--- src/rtl/uart_8n1_transmitter_if.sv ---
// Host-side write/busy handshake of the 8N1 UART transmitter.
// The host drives data and write; the transmitter answers with busy and overrun.
interface uart_8n1_transmitter_if;
    logic [7:0] send_data;
    logic       send_write;
    logic       send_busy;
    logic       send_overrun;

    modport master (
        output send_data,
        output send_write,
        input  send_busy,
        input  send_overrun
    );

    modport slave (
        input  send_data,
        input  send_write,
        output send_busy,
        output send_overrun
    );
endinterface

--- src/rtl/uart_8n1_transmitter.sv ---
// 8N1 UART transmitter on a 16x baud clock: start bit, 8 data bits LSB first, STOP_BITS stop bits.
// Optional one-entry holding register for gapless frames: define UART_8N1_TX_HOLD_EN.
module uart_8n1_transmitter #(
    parameter int STOP_BITS = 1
) (
    input  logic                         clk_baud_16x,
    input  logic                         reset_n,
    uart_8n1_transmitter_if.slave        send,
    output logic                         tx
);

    if (STOP_BITS != 1 && STOP_BITS != 2) begin : g_bad_stop_bits
        $error("uart_8n1_transmitter: STOP_BITS must be 1 or 2");
    end

    typedef enum logic [1:0] {
        IDLE,
        START,
        DATA,
        STOP
    } state_t;

    localparam logic [0:0] STOP_LAST = 1'(STOP_BITS - 1);

    state_t     state;
    logic [3:0] tick;
    logic [2:0] bit_idx;
    logic [0:0] stop_cnt;
    logic [7:0] shifter;

    logic       accept;
    logic       reject;
    logic       bit_end;
    logic       frame_end;
    logic       start_frame;
    logic [7:0] start_byte;
    logic       active_next;
    logic       busy_next;

    assign accept    = send.send_write & ~send.send_busy;
    assign reject    = send.send_write &  send.send_busy;
    assign bit_end   = (tick == 4'd15);
    assign frame_end = (state == STOP) & bit_end & (stop_cnt == STOP_LAST);

`ifdef UART_8N1_TX_HOLD_EN
    logic [7:0] hold_data;
    logic       hold_full;
    logic       load_pending;
    logic       fill_hold;
    logic       hold_full_next;

    // A frame ending with a full holding register restarts at the same edge, so there is no idle gap.
    assign load_pending   = frame_end & hold_full;
    assign fill_hold      = accept & (state != IDLE) & ~frame_end;
    assign start_frame    = load_pending | (accept & ((state == IDLE) | frame_end));
    assign start_byte     = load_pending ? hold_data : send.send_data;
    assign hold_full_next = load_pending ? 1'b0 : (fill_hold ? 1'b1 : hold_full);
    assign active_next    = start_frame | ((state != IDLE) & ~frame_end);
    assign busy_next      = active_next & hold_full_next;

    always_ff @(posedge clk_baud_16x or negedge reset_n) begin
        if (!reset_n) begin
            hold_data <= 8'h00;
            hold_full <= 1'b0;
        end else begin
            hold_full <= hold_full_next;
            if (fill_hold) begin
                hold_data <= send.send_data;
            end
        end
    end
`else
    assign start_frame = accept;
    assign start_byte  = send.send_data;
    assign active_next = start_frame | ((state != IDLE) & ~frame_end);
    assign busy_next   = active_next;
`endif

    // NOTE: sequential state uses non-blocking assignments only, so every branch reads pre-edge values.
    always_ff @(posedge clk_baud_16x or negedge reset_n) begin
        if (!reset_n) begin
            // NOTE: tx sits in the async reset branch so the line returns to idle the moment reset_n falls.
            state             <= IDLE;
            tick              <= 4'd0;
            bit_idx           <= 3'd0;
            stop_cnt          <= 1'b0;
            shifter           <= 8'h00;
            tx                <= 1'b1;
            send.send_busy    <= 1'b0;
            send.send_overrun <= 1'b0;
        end else begin
            send.send_overrun <= reject;
            send.send_busy    <= busy_next;

            if (start_frame) begin
                state    <= START;
                shifter  <= start_byte;
                tx       <= 1'b0;
                tick     <= 4'd0;
                bit_idx  <= 3'd0;
                stop_cnt <= 1'b0;
            end else begin
                if (state != IDLE) begin
                    tick <= tick + 4'd1;
                end
                case (state)
                    IDLE: begin
                        tx <= 1'b1;
                    end
                    START: begin
                        if (bit_end) begin
                            state   <= DATA;
                            tx      <= shifter[0];
                            shifter <= shifter >> 1;
                        end
                    end
                    DATA: begin
                        if (bit_end) begin
                            if (bit_idx == 3'd7) begin
                                state   <= STOP;
                                tx      <= 1'b1;
                                bit_idx <= 3'd0;
                            end else begin
                                bit_idx <= bit_idx + 3'd1;
                                tx      <= shifter[0];
                                shifter <= shifter >> 1;
                            end
                        end
                    end
                    STOP: begin
                        tx <= 1'b1;
                        if (bit_end) begin
                            if (stop_cnt == STOP_LAST) begin
                                state    <= IDLE;
                                stop_cnt <= 1'b0;
                            end else begin
                                stop_cnt <= stop_cnt + 1'b1;
                            end
                        end
                    end
                    default: begin
                        state <= IDLE;
                        tx    <= 1'b1;
                    end
                endcase
            end
        end
    end

endmodule

--- src/flat_wrapper.sv ---
// flat-port wrapper written by rule: the top's interface ports become plain ports
module uart_8n1_transmitter_flat 
#(
    parameter int STOP_BITS = 1
)
  (clk_baud_16x, reset_n, tx, send_send_data, send_send_write, send_send_busy, send_send_overrun);
  uart_8n1_transmitter_if send_i ();
  input  logic clk_baud_16x;
  input  logic reset_n;
  output logic tx;
  input wire logic [$bits(send_i.send_data)-1:0] send_send_data;
  input wire logic [$bits(send_i.send_write)-1:0] send_send_write;
  output wire logic [$bits(send_i.send_busy)-1:0] send_send_busy;
  output wire logic [$bits(send_i.send_overrun)-1:0] send_send_overrun;
  assign send_i.send_data = send_send_data;
  assign send_i.send_write = send_send_write;
  assign send_send_busy = send_i.send_busy;
  assign send_send_overrun = send_i.send_overrun;
  uart_8n1_transmitter #(.STOP_BITS(STOP_BITS)) u_core (.clk_baud_16x(clk_baud_16x), .reset_n(reset_n), .send(send_i), .tx(tx));
endmodule
--- config.mk ---
export PLATFORM = sky130hd
export DESIGN_NAME = uart_8n1_transmitter_flat
export DESIGN_NICKNAME = d
export VERILOG_FILES = /design/src/rtl/uart_8n1_transmitter_if.sv /design/src/rtl/uart_8n1_transmitter.sv /design/src/flat_wrapper.sv
export SDC_FILE = /design/constraint.sdc
export NUM_CORES = 1
export LEC_CHECK = 0
export CORE_MARGIN = 4
export CORE_UTILIZATION = 56
export CTS_BUF_LIST = sky130_fd_sc_hd__clkbuf_4 sky130_fd_sc_hd__clkbuf_8
export DETAILED_ROUTE_END_ITERATION = 6
export GPL_ROUTABILITY_DRIVEN = 0
export PLACE_DENSITY_LB_ADDON = 0.15
export SYNTH_ARGS = -nofsm -noshare
export SYNTH_HDL_FRONTEND = slang
export SYNTH_SLANG_ARGS = --single-unit
--- constraint.sdc ---
create_clock -name clk_baud_16x -period 2.1 [get_ports clk_baud_16x]
set_clock_uncertainty 0.1 [all_clocks]
set_input_delay 0.315 -clock clk_baud_16x [delete_from_list [all_inputs] [get_ports clk_baud_16x]]
set_output_delay 0.315 -clock clk_baud_16x [all_outputs]
set_load 0.01 [all_outputs]
==> results_tabular.tex <==
\begin{tabular}{lr}
\hline
Metric & Value \\
\hline
\multicolumn{2}{l}{\textbf{Floorplanning}} \\
Initial Utilization & 61.9\% \\
Die area & 0.00277 sq mm \\
Die extent in x & about 53 um \\
Die Ht & 52.6 um \\
Placeable core area & 0.00180 sq mm \\
Row cnt & 15 \\
\# IOs & 14 \\
\multicolumn{2}{l}{\textbf{Timing}} \\
Final Hold Vio Count & 0 \\
Count of final setup violators & 0 \\
Shortest period the worst path allows & 1.89 ns \\
Unrepaired setup endpoints after global routing & false \\
Actual slew at the worst max-slew pin & 0.468 ns \\
Total negative slack for setup checks & 0 ns \\
Slew Limit Fails & 0 \\
Relative slew margins & 68.7\% \\
Final worst-path setup slack & slightly above 0.2 ns \\
Fmax & approximately 530 MHz \\
Final cycle utilization of the critical path & 90.2\% \\
\multicolumn{2}{l}{\textbf{Yosys}} \\
Number of synthesized flops with an enable pin & 0 \\
Share of synthesized cell area in and, or, nand and nor gates & 14.6\% \\
Netlist cell types & 32 \\
Synth cell count leaders & sky130\_fd\_sc\_hd\_\_dfrtp\_1, sky130\_fd\_sc\_hd\_\_mux2\_2, sky130\_fd\_sc\_hd\_\_ha\_1 \\
Number of nets produced by synthesis & 115 \\
Cells after Synth & 94 \\
Top\_reg\_cell synth & sky130\_fd\_sc\_hd\_\_dfrtp\_1 \\
XOR/XNOR Fraction of Synth Area & 2.35\% \\
Sequential area share after synthesis & 45.0\% \\
Mean Syn Cell Area & 11.9 sq um \\
Total of warnings raised by yosys & 0 \\
Ranking of synthesized cells by area & sky130\_fd\_sc\_hd\_\_dfrtp\_1, sky130\_fd\_sc\_hd\_\_mux2\_2, sky130\_fd\_sc\_hd\_\_ha\_1 \\
Share of synthesized registers carrying an async set or reset & between 90\% and 100\% \\
Share of synthesized area spent on multiplexers & roughly 16\% \\
Share of the synthesized area in the top cell type & 42.6\% \\
Combinational family with the most area after synthesis & multiplexers \\
Compound-Gate Fraction of Synth Area & 7.17\% \\
Post-synthesis sequential element count & 20 \\
Count leader, synth & sky130\_fd\_sc\_hd\_\_dfrtp\_1 \\
Cell area after synthesis & 0.00112 sq mm \\
Area share of fa/ha/maj cells after synthesis & between 10\% and 20\% \\
Leading area contributor after synthesis & sky130\_fd\_sc\_hd\_\_dfrtp\_1 \\
\multicolumn{2}{l}{\textbf{Worst setup path}} \\
Category of the worst setup path capture point & register \\
Type of origin of the critical path & register \\
Type of the worst setup path & reg -> reg \\
Data arrival time of the critical path & 2.00 ns \\
Critical path fanouts, max & 7 \\
R2r setup slk & 0.21 ns \\
Crit path from & u\_core.state[0]\$\_DFFE\_PN0P\_ \\
Register-to-Register Path Depth & 6 \\
Beginning of the worst register-to-register path & u\_core.state[0]\$\_DFFE\_PN0P\_ \\
Critical Path RT & 2.20 ns \\
RR Endpoint & u\_core.shifter[3]\$\_DFFE\_PN0P\_ \\
Worst setup endpoint & u\_core.shifter[3]\$\_DFFE\_PN0P\_ \\
\multicolumn{2}{l}{\textbf{Worst hold path}} \\
Worst hold path class & in -> async \\
\multicolumn{2}{l}{\textbf{Power and ir drop}} \\
Areal power density over the cells & 1470 mW/mm\^{}2 \\
LEAKAGE & 0.641 nW \\
Max rail drop VDD & 742 uV \\
\multicolumn{2}{l}{\textbf{Global routing}} \\
Maximum number of pins on one net before global-route repair & 13 \\
Congestion Overflow GR & 0 \\
Via count of the first global-routing pass & 762 \\
First-pass GRT wire length & about 3.2 mm \\
Number of antenna violations at the first check in global routing & 0 \\
All-layer global routing usage & 16.4\% \\
\multicolumn{2}{l}{\textbf{CTS}} \\
CTS HTree Levels & 1 \\
Clock-pin slew on the worst setup and hold paths & 0.11 ns \\
CTS Hold Buffers Added & 0 \\
Clock tree buffer depth & 2 \\
Post-CTS Setup Bufs & 0 \\
Cell at the root of the clock tree & sky130\_fd\_sc\_hd\_\_clkbuf\_4 \\
TritonCTS clock tree & yes \\
TritonCTS Sinks & 20 \\
Number of buffers created by CTS & 3 \\
Worst skew pair latency & between 0.3 and 0.4 ns \\
Post-cts gate resize count & 0 \\
\multicolumn{2}{l}{\textbf{Finish}} \\
Number of nets in the layout & 137 \\
Diode count & 0 \\
Number of inserted filler cells in the final layout & 137 \\
Fraction of final layout cells with drive strength greater than 1 & 26.1\% \\
P\&R area growth vs syn & 21.3\% \\
\multicolumn{2}{l}{\textbf{Route}} \\
Post-DR vias/cell & approximately 5.4 \\
Initial DRC Count & 11 \\
DR WL/cell & 14.5 um \\
Number of iterations in the first detailed-routing pass & 4 \\
Antenna-violating nets left & 0 \\
Count of unresolved DRC violations after routing & 0 \\
Detailed-route wire length & between 2 and 2.5 mm \\
Vias after detailed routing & 758 \\
\multicolumn{2}{l}{\textbf{Status}} \\
Outcome & finished clean \\
\multicolumn{2}{l}{\textbf{Placement}} \\
Placed wire-length estimate after detailed placement & 1.58 mm \\
Dpl ws & roughly 0.095 ns \\
Count of input and output buffers & 13 \\
\multicolumn{2}{l}{\textbf{Run}} \\
Total of max-cap violations & 0 \\
\hline
\end{tabular}
## cell usage in the layout (no fill, tap or decap), drive strengths merged, types with 2 or more instances in the layout
| cell | n |
|---|---|
| nand2 | 8 |
| clkbuf | 3 |
| buf | 7 |
| mux2 | 13 |
| a21oi | 5 |
| nor3 | 2 |
| clkdlybuf4s50 | 13 |
| dfrtp | 19 |
| o21ai | 2 |
| nor2 | 8 |
| xor2 | 2 |
| nand4b | 2 |
| ha | 10 |
| inv | 3 |
| mux2i | 3 |
| nor2b | 2 |
## worst min-delay path by stage
stage                           from                            end  slack, ns  cells past startpoint
2_1_floorplan                reset_n  u_core.bit_idx[0]$_DFFE_PN0P_      -0.08                      0
3_3_place_gp   u_core.tx$_DFFE_PN1P_          u_core.tx$_DFFE_PN1P_       0.37                      2
3_5_place_dp   u_core.tx$_DFFE_PN1P_          u_core.tx$_DFFE_PN1P_       0.37                      2
4_1_cts                      reset_n  u_core.shifter[7]$_DFFE_PN0P_       0.22                      1
5_1_grt                      reset_n  u_core.bit_idx[2]$_DFFE_PN0P_       0.24                      1
6_report                     reset_n  u_core.shifter[0]$_DFFE_PN0P_       0.21                      1
## sequential cells by signal (all words and copies together), names as in the netlist
register                  cells
u_core.shifter                8
u_core.tick                   4
u_core.bit_idx                3
u_core.state                  2
u_core.send.send_busy         1
u_core.send.send_overrun      1
u_core.tx                     1
## final cells by class
| type | count | area (sq um) | share of cell area, % |
|---|---|---|---|
| clock buffers | 3 | 22.5 | 1.66 |
| multi-input cells | 68 | 574 | 42.4 |
| well taps | 25 | 31.3 | 2.31 |
| flip-flops and latches | 20 | 502 | 37.1 |
| inverters | 3 | 11.3 | 0.832 |
| clock inverters | 1 | 30.0 | 2.22 |
| repair buffers | 20 | 183 | 13.5 |
## per-stage QoR
step	power (mW)	cell area (sq um)	util, %	cells	hold WS, ns
after floorplan	1.41	1120	-	94	-0.0806
after global placement	1.63	1300	72.2	136	0.367
after detailed placement	1.69	1300	72.2	136	0.373
after CTS	2.01	1350	75.1	140	0.221
after global routing	2.13	1350	75.1	140	0.244
final	2.00	1350	75.1	140	0.215
## worst max-delay path: stages (launching register included)
cell and delay [ns]:
sky130_fd_sc_hd__dfrtp_1 0.43, sky130_fd_sc_hd__inv_1 0.13, sky130_fd_sc_hd__ha_1 0.26, sky130_fd_sc_hd__nor2_1 0.21, sky130_fd_sc_hd__nor3_4 0.07, sky130_fd_sc_hd__nor2_4 0.23
sky130_fd_sc_hd__mux2_2 0.37
## layer usage
| metal | global-route usage, % | share of wire [%] | vias up |
|---|---|---|---|
| li1 | - | - | 368 |
| met3 | 2.56 | 3.3 | 5 |
| met1 | 18.1 | 44 | 370 |
| met4 | 10.2 | 2.6 | 0 |
| met5 | 0 | 0 | - |
| met2 | 28.9 | 50 | 15 |
## power breakdown
part	total, mW	internal (mW)	leakage [nW]	switching, mW
combinational	1.03	0.556	0.362	0.473
sequential	0.653	0.547	0.250	0.107
clock	0.313	0.193	0.0279	0.120
total	2.00	1.30	0.641	0.699
## logic make-up after synthesis
| group | after synthesis |
|---|---|
| multiplexers | 16 |
| flip-flops | 20 |
| AO/OA/AOI/OAI | 11 |
| XOR/XNOR | 3 |
| AND/OR/NAND/NOR | 28 |
| buffers and inverters | 6 |
| adder cells (fa/ha/maj) | 10 |
Power figures use the tool's default switching activity.
